==> src/rtl/phys_free_list.sv <==
// phys_free_list
//   Free-list of physical register tags for the Rename stage. A bitmap marks
//   which tags are free. Rename takes the lowest-indexed free tag with no
//   added latency. Retirement returns old tags. A flush rebuilds the free set
//   from the committed (RRAT) mapping during a one-cycle RECOVER state.
//
// Ports
//   CLK          clock, rising edge
//   RESET        asynchronous active-low reset
//   flush        squash speculative state; rebuild from rrat_used
//   rrat_used    one bit per phys tag that the RRAT currently maps
//   alloc_req    Rename consumes alloc_tag this cycle
//   alloc_valid  alloc_tag holds a free tag
//   alloc_tag    lowest-indexed free tag (0 when none)
//   free_valid   release free_tag
//   free_tag     tag being released
//   free_count   number of free tags (registered)
//   halt_rename  Rename must stall
//   err_double   sticky illegal-free / illegal-alloc flag
module phys_free_list #(
  parameter int unsigned NUM_PHYS    = 64,
  parameter int unsigned TAG_W       = 6,
  parameter int unsigned NUM_ARCH    = 32,
  parameter int unsigned HALT_THRESH = 0
) (
  input  logic                CLK,
  input  logic                RESET,
  input  logic                flush,
  input  logic [NUM_PHYS-1:0] rrat_used,
  input  logic                alloc_req,
  output logic                alloc_valid,
  output logic [TAG_W-1:0]    alloc_tag,
  input  logic                free_valid,
  input  logic [TAG_W-1:0]    free_tag,
  output logic [TAG_W:0]      free_count,
  output logic                halt_rename,
  output logic                err_double
);

  typedef enum logic {
    ST_RUN,
    ST_RECOVER
  } state_t;

  localparam logic [NUM_PHYS-1:0] FL_RST =
    {{(NUM_PHYS-NUM_ARCH){1'b1}}, {NUM_ARCH{1'b0}}};
  localparam logic [TAG_W:0] CNT_RST  = (TAG_W+1)'(NUM_PHYS - NUM_ARCH);
  localparam logic [TAG_W:0] HALT_LIM = (TAG_W+1)'(HALT_THRESH);

  state_t                state_q, state_d;
  logic [NUM_PHYS-1:0]   fl_q, fl_d;
  logic [TAG_W:0]        count_q, count_d;
  logic                  err_q, err_d;

  logic [NUM_PHYS-1:0]   rebuild;
  logic [TAG_W:0]        rebuild_cnt;
  logic                  grant;
  logic                  free_ok;
  logic                  free_dup;

  // Lowest set bit wins: scan downward so the last hit is the smallest index.
  always_comb begin
    alloc_tag = '0;
    for (int unsigned i = NUM_PHYS; i > 0; i--) begin
      if (fl_q[i-1]) alloc_tag = TAG_W'(i-1);
    end
  end

  // Phys 0 is permanently architectural $0 and never enters the free set.
  assign rebuild = {~rrat_used[NUM_PHYS-1:1], 1'b0};

  always_comb begin
    rebuild_cnt = '0;
    for (int unsigned i = 0; i < NUM_PHYS; i++) begin
      rebuild_cnt = rebuild_cnt + (TAG_W+1)'(rebuild[i]);
    end
  end

  assign alloc_valid = (state_q == ST_RUN) && (count_q != '0);
  assign halt_rename = (state_q == ST_RECOVER) || (count_q <= HALT_LIM);
  assign free_count  = count_q;
  assign err_double  = err_q;

  assign grant    = alloc_req && alloc_valid;
  // A free that matches the granted tag is necessarily a double free, since the
  // granted tag is already set; so grant and valid free never touch one bit.
  assign free_dup = free_valid && (free_tag != '0) && fl_q[free_tag];
  assign free_ok  = free_valid && (free_tag != '0) && !fl_q[free_tag];

  always_comb begin
    state_d = state_q;
    fl_d    = fl_q;
    count_d = count_q;
    err_d   = err_q;
    case (state_q)
      ST_RECOVER: begin
        fl_d    = rebuild;
        count_d = rebuild_cnt;
        state_d = flush ? ST_RECOVER : ST_RUN;
      end
      default: begin
        if (flush) begin
          state_d = ST_RECOVER;
        end else begin
          if (alloc_req && !alloc_valid) err_d = 1'b1;
          if (free_dup) err_d = 1'b1;
          if (grant) fl_d[alloc_tag] = 1'b0;
          if (free_ok) fl_d[free_tag] = 1'b1;
          count_d = count_q + (TAG_W+1)'(free_ok) - (TAG_W+1)'(grant);
        end
      end
    endcase
  end

  always_ff @(posedge CLK or negedge RESET) begin
    if (!RESET) begin
      state_q <= ST_RUN;
      fl_q    <= FL_RST;
      count_q <= CNT_RST;
      err_q   <= 1'b0;
    end else begin
      state_q <= state_d;
      fl_q    <= fl_d;
      count_q <= count_d;
      err_q   <= err_d;
    end
  end

endmodule

==> config.mk <==
export PLATFORM = sky130hd
export DESIGN_NAME = phys_free_list
export DESIGN_NICKNAME = d
export VERILOG_FILES = /design/src/rtl/phys_free_list.sv
export SDC_FILE = /design/constraint.sdc
export NUM_CORES = 1
export LEC_CHECK = 0
export ABC_CLOCK_PERIOD_IN_PS = 6300
export CORE_MARGIN = 2
export CORE_UTILIZATION = 60
export DETAILED_ROUTE_END_ITERATION = 7
export GPL_ROUTABILITY_DRIVEN = 0
export GPL_TIMING_DRIVEN = 0
export PLACE_DENSITY = 0.89
export SLEW_MARGIN = 25
export SYNTH_ARGS = -nofsm -noshare
export SYNTH_HDL_FRONTEND = slang
export SYNTH_SLANG_ARGS = --single-unit
==> constraint.sdc <==
create_clock -name CLK -period 6.3 [get_ports CLK]
set_input_delay 0.63 -clock CLK [delete_from_list [all_inputs] [get_ports CLK]]
set_output_delay 0.63 -clock CLK [all_outputs]
set_load 0.03 [all_outputs]
After elaboration in Yosys (flattened, before gate mapping)
Index checks and enable logic that the tools add are counted.

Shift operators: 0. Bitwise logic cells: 6. Reductions and logical operators: 15. Add/subtract/negate cells: 64. Mux-type cells: 81. Div/mod/pow operators: 0. $lt $le $gt $ge: 5. Multiply operators: 0. Equal/unequal tests: 1.

Operator list (number): 7-bit by 1-bit adder with 7-bit output (57); 6-bit two-way mux (64); 64-bit two-way mux (6); 64-bit bitwise AND (1); 64-bit inverter (1); 64-bit bitwise OR (1); 63-bit inverter (1); 6-bit by 7-bit < comparator with 1-bit output, second input constant (2); 7-bit two-way mux (2); 1-bit demux with 6-bit select (2); 6-bit by 1-bit greater-or-equal comparator with 1-bit output, second input constant (2); 1-bit logical AND (8); 6-bit by 1-bit adder with 7-bit output (1); 7-bit by 1-bit less-or-equal comparator with 1-bit output, second input constant (1); 7-bit nonzero test (1); 7-bit by 1-bit subtractor with 7-bit output (1); 5-bit by 1-bit adder with 6-bit output (1); 1-bit binary-select mux with 6-bit select (1); 1-bit two-way mux (6); 6-bit nonzero test (1); 4-bit by 1-bit adder with 5-bit output (1); 3-bit by 1-bit adder with 4-bit output (1); 2-bit by 1-bit adder with 3-bit output (1); 3-bit AND reduction (1); other kinds (6) (8).

ROM bits: 0. Logic and storage cells: 176. Memory bits (writable): 0. Bits in registers: 73. Memories kept: 0. Bits in latches: 0.

Longest topological paths before layout
Gate-level depths: netlist of the first run.

Depth in word-level cells: 77. Gate-level depth with buffers: 22. Depth with buffers taken out: 22.

Worst setup path before layout of the first run
No wires, ideal clock.

Path kind: input port to flip-flop. From: input port rrat_used[18]. To: register count_q[6] (netlist: free_count[6]). Arrival time: 6015 ps. Path slack: 150 ps. Data required time: 6165 ps. Stages: 18. Path buffers: 0. Cells stage by stage: inv_1 > fa_1 > inv_1 > fa_1 > inv_1 > fa_1 > fa_1 > fa_1 > fa_1 > fa_1 > fa_1 > fa_1 > fa_1 > a21o_1 > a21oi_1 > o21bai_1 > a21oi_1 > mux2i_1.

Word-level cells in the longest chain between the ends: 48.

Ends and longest elaborated chain: from (decl) (RTL line 29) `input logic [NUM_PHYS-1:0] rrat_used,`; 63-bit inverter (RTL line 70) `assign rebuild = {~rrat_used[NUM_PHYS-1:1], 1'b0};`; 7-bit by 1-bit adder with 7-bit output (46 in a row) (RTL line 75) `rebuild_cnt = rebuild_cnt + (TAG_W+1)'(rebuild[i]);`; 7-bit two-way mux (RTL line 95) `case (state_q)`; to (signal assigned) (RTL line 124) `count_q <= count_d;`; to (decl) (RTL line 52) `logic [TAG_W:0] count_q, count_d;`.

Every way passes these cells. A chain may end at the register's enable or synchronous reset.

Worst setup path in the final report of the first run
From: input port rrat_used[58]. To: register count_q[4] (netlist: free_count[4]).

Word-level cells in the longest chain between the ends: 8.

Ends and longest elaborated chain (RTL line): 63-bit inverter (70); 7-bit by 1-bit adder with 7-bit output (6 in a row) (75); 7-bit two-way mux (95).

Every way passes these cells.

==> metrics.csv, run 1 <==
metric,value,unit
path_class,primary input to flop,
cts_tree,yes,
ys_async_sr_fraction,100,%
ant_nets,0,
num_vias,8780,
period_share,99.3,%
portBuffers,88,
wl,31.2,mm
crit_chain,"dlygate4sd2_1, inv_2, fa_1, fa_1, fa_1, fa_1, fa_1, fa_1, fa_1, fa_1, fa_2, fa_2, a21o_1, a21oi_2, buf_4, xnor2_1, a21oi_1",
ys_dominant_reg_cell,dfrtp_1,
grt_max_degree,42,
tightest_slew,1260,ps
vias_per_cell,7.46,
clock_latency,350,ps
p_int,2.78,mW
ctsHoldBuffers,0,
grt_overflow_total,0,
finalNetCount,1153,
ir_drop,1.48,mV
cpPeakStageDelay,590,ps
cp_slowest_cell,fa_1,
netSwitchingFraction,47.3,%
cp_max_fo,2,
status,"complete, but fails checks",
clockBufferDepth,2,
ys_seq_area_share,24.4,%
placed_area,0.00878,mm2
power,5.27,mW
required,6490,ps
core_area,0.0126,mm2
drc_errors,248,
violations,design-rule violations,
period_needed,6260,ps
min_path_type,primary input to async pin,
insertedDiodeCount,0,
io_pins,91,
grt_first_pass_wirelength,46.7,mm
max_cap_viol_count,0,
antenna_found_initial,0,
pwr-share-clk,9.7,%
crit_arrival,6450,ps
grt_pass1_vias,8487,
cp-end-kind,flop,
clock_sinks,73,
hold_viol,0,
crit_top_cell,fa_1,
initial_utilization,61.0,%
p_comb_share,77.1,%
die_w,117,um
skew,10.7,ps
dpl.hpwl,23.6,mm
first_pass_iters,8,
slew_headroom,16.2,%
grt.total_usage,47.0,%
setup-tns-final,0,ps
p_per_area,584,mW/mm2
synth_edf_count,0,
setup_viol,0,
synthesis.instances,896,
n_fill_cell,896,
cts_root_buf,clkbuf_16,
drive_gt1_share,14.8,%
cts-buffers-inserted,9,
slew_violations,0,
p_leak,3.65,nW
drt_iter0_drc,1993,
syn_nets,1049,
final_area,0.00903,mm2
synth_seq_cells,73,
clk_pin_slew,60,ps
htreeDepth,3,
synth.distinct_cells,80,
rows,41,
max_freq,160,MHz
die_h,117,um
cp-start-kind,primary input,
area_growth_syn_to_layout,17.8,%
wl_per_cell,26.5,um
die_area,0.0137,mm2
p_sw,2.50,mW
yosys_warnings,0,
netlist_area,0.00766,mm2
syn_avg_cell_area,8.55,um2
p_seq_share,13.1,%
fin_util,71.8,%
## final timing paths
check                                  startpoint                        end  slack [ps]  depth (start not counted)
max reg2reg                   fl_q[0]$_DFFE_PN0P_  free_count[6]$_DFFE_PN0P_        1650                         20
min in group CLK           err_double$_DFFE_PN0P_     err_double$_DFFE_PN0P_         460                          1
max in group asynchronous                   RESET  free_count[5]$_DFFE_PN1P_        5420                          2
min                                         RESET       fl_q[26]$_DFFE_PN0P_         250                          1
min reg2reg                err_double$_DFFE_PN0P_     err_double$_DFFE_PN0P_         460                          1
max                                 rrat_used[58]  free_count[4]$_DFFE_PN0P_          40                         17
## power groups by stage
stage | combinational, mW | clock [mW] | sequential (mW)
final | 4.07 | 0.512 | 0.693
after detailed placement | 3.55 | 0 | 0.686
after floorplan | 2.61 | 0 | 0.689
after CTS | 3.69 | 0.503 | 0.678
after global routing | 4.37 | 0.528 | 0.693
after global placement | 3.22 | 0 | 0.682
## state kept, by name (all words and copies together), names as in the netlist
signal and cells:
fl_q 64, free_count 7, err_double 1, state_q 1
## per-stage QoR
| step | hold slack, ps | std cells | setup slack, ps |
|---|---|---|---|
| final | 248 | 1177 | 42.0 |
| after global routing | 262 | 1177 | -16.8 |
| after global placement | 441 | 1156 | -626 |
| after CTS | 248 | 1174 | 0.321 |
| after floorplan | 334 | 896 | 150 |
| after detailed placement | 454 | 1157 | -767 |
## critical path, delay by kind of cell
| family | cells | cell delay (ps) |
|---|---|---|
| adder cells (fa/ha/maj) | 10 | 4770 |
| AO/OA/AOI/OAI | 3 | 470 |
| buffers and inverters | 3 | 430 |
| XOR/XNOR | 1 | 130 |
## timing repair
action / 4_1_cts / 5_1_grt
endpoints found under the setup margin: 3 / 3
hold endpoints to repair: 0 / 0
resized for setup: 60 / 60
pin swaps: 31 / 34
setup buffers: 1 / 3
## synth_stat cells (6+ instances only)
cell type / n / area, um2
mux2_2: 6 / 67.6
nor4_1: 21 / 131
o311ai_0: 13 / 114
a22oi_1: 11 / 82.6
nand2b_1: 8 / 50.1
mux2i_1: 11 / 110
nor3_1: 23 / 115
a211oi_1: 15 / 113
dfrtp_1: 40 / 1000
nand3_1: 11 / 55.1
xnor2_1: 6 / 52.6
nand4_1: 10 / 62.6
a221oi_1: 8 / 70.1
nor2b_1: 8 / 50.1
nor2_1: 95 / 357
dfstp_2: 33 / 867
or2_2: 7 / 43.8
a21o_1: 6 / 45.0
a31oi_1: 16 / 100
nand2_1: 55 / 206
or3_1: 13 / 81.3
o31ai_1: 12 / 90.1
fa_1: 54 / 1080
clkbuf_1: 33 / 124
ha_1: 24 / 300
mux4_2: 8 / 180
a21oi_1: 57 / 285
o21ai_0: 36 / 180
o22ai_1: 9 / 56.3
a311oi_1: 6 / 52.6
o221ai_1: 13 / 114
inv_1: 109 / 409
buf_2: 6 / 30.0
or4_1: 11 / 82.6
o31a_1: 12 / 105
o211ai_1: 8 / 60.1
## cells in the final DEF, fill, tap and decap left out, drive strengths merged, types with 13 or more instances in the layout
cell type and instances:
inv 112, nor2 95, clkbuf 61, a21oi 58, clkdlybuf4s50 57, nand2 55
fa 54, dfrtp 40, o21ai 37, dfstp 33, buf 27, ha 24
nor3 24, nor4 23, a31oi 17, a211oi 15, o311ai 14, or3 13
o221ai 13
## area by class of cell
cell class | count | area [um2] | area share [%]
plain buffers | 46 | 206 | 2.29
well taps | 172 | 215 | 2.38
flip-flops and latches | 73 | 1870 | 20.7
inverters | 111 | 417 | 4.62
clock inverters | 4 | 23.8 | 0.263
multi-input cells | 666 | 5200 | 57.6
clock buffers | 12 | 268 | 2.97
repair buffers | 93 | 828 | 9.18
## metal layers
metal,share of wire [%],global-route usage [%]
met1,32,57.5
met2,41,66.2
met3,17,20.6
met4,9.3,32.8
met5,0.18,4.44
## cell families (layout without fill, tap and decap cells)
| kind of cell | count (synthesis) | count (layout) | synth area share [%] |
|---|---|---|---|
| AND/OR/NAND/NOR | 291 | 291 | 19.5 |
| multiplexers | 26 | 26 | 5.01 |
| AO/OA/AOI/OAI | 263 | 263 | 24.0 |
| flip-flops | 73 | 73 | 24.4 |
| adder cells (fa/ha/maj) | 78 | 78 | 18.0 |
| XOR/XNOR | 8 | 8 | 0.914 |
| buffers and inverters | 157 | 266 | 8.13 |
No activity file was read; power rests on OpenSTA's default activity.
==> run 2, diff against run 1 <==
--- a/config.mk
+++ b/config.mk
@@ -6,8 +6,10 @@
 export NUM_CORES = 1
 export LEC_CHECK = 0
 export ABC_CLOCK_PERIOD_IN_PS = 6300
+export CAP_MARGIN = 20
 export CORE_MARGIN = 2
 export CORE_UTILIZATION = 60
+export CTS_CLUSTER_SIZE = 25
 export DETAILED_ROUTE_END_ITERATION = 7
 export GPL_ROUTABILITY_DRIVEN = 0
 export GPL_TIMING_DRIVEN = 0
==> results of run 2 <==
Final layout, timing and power as in run 1 (identical DEF).
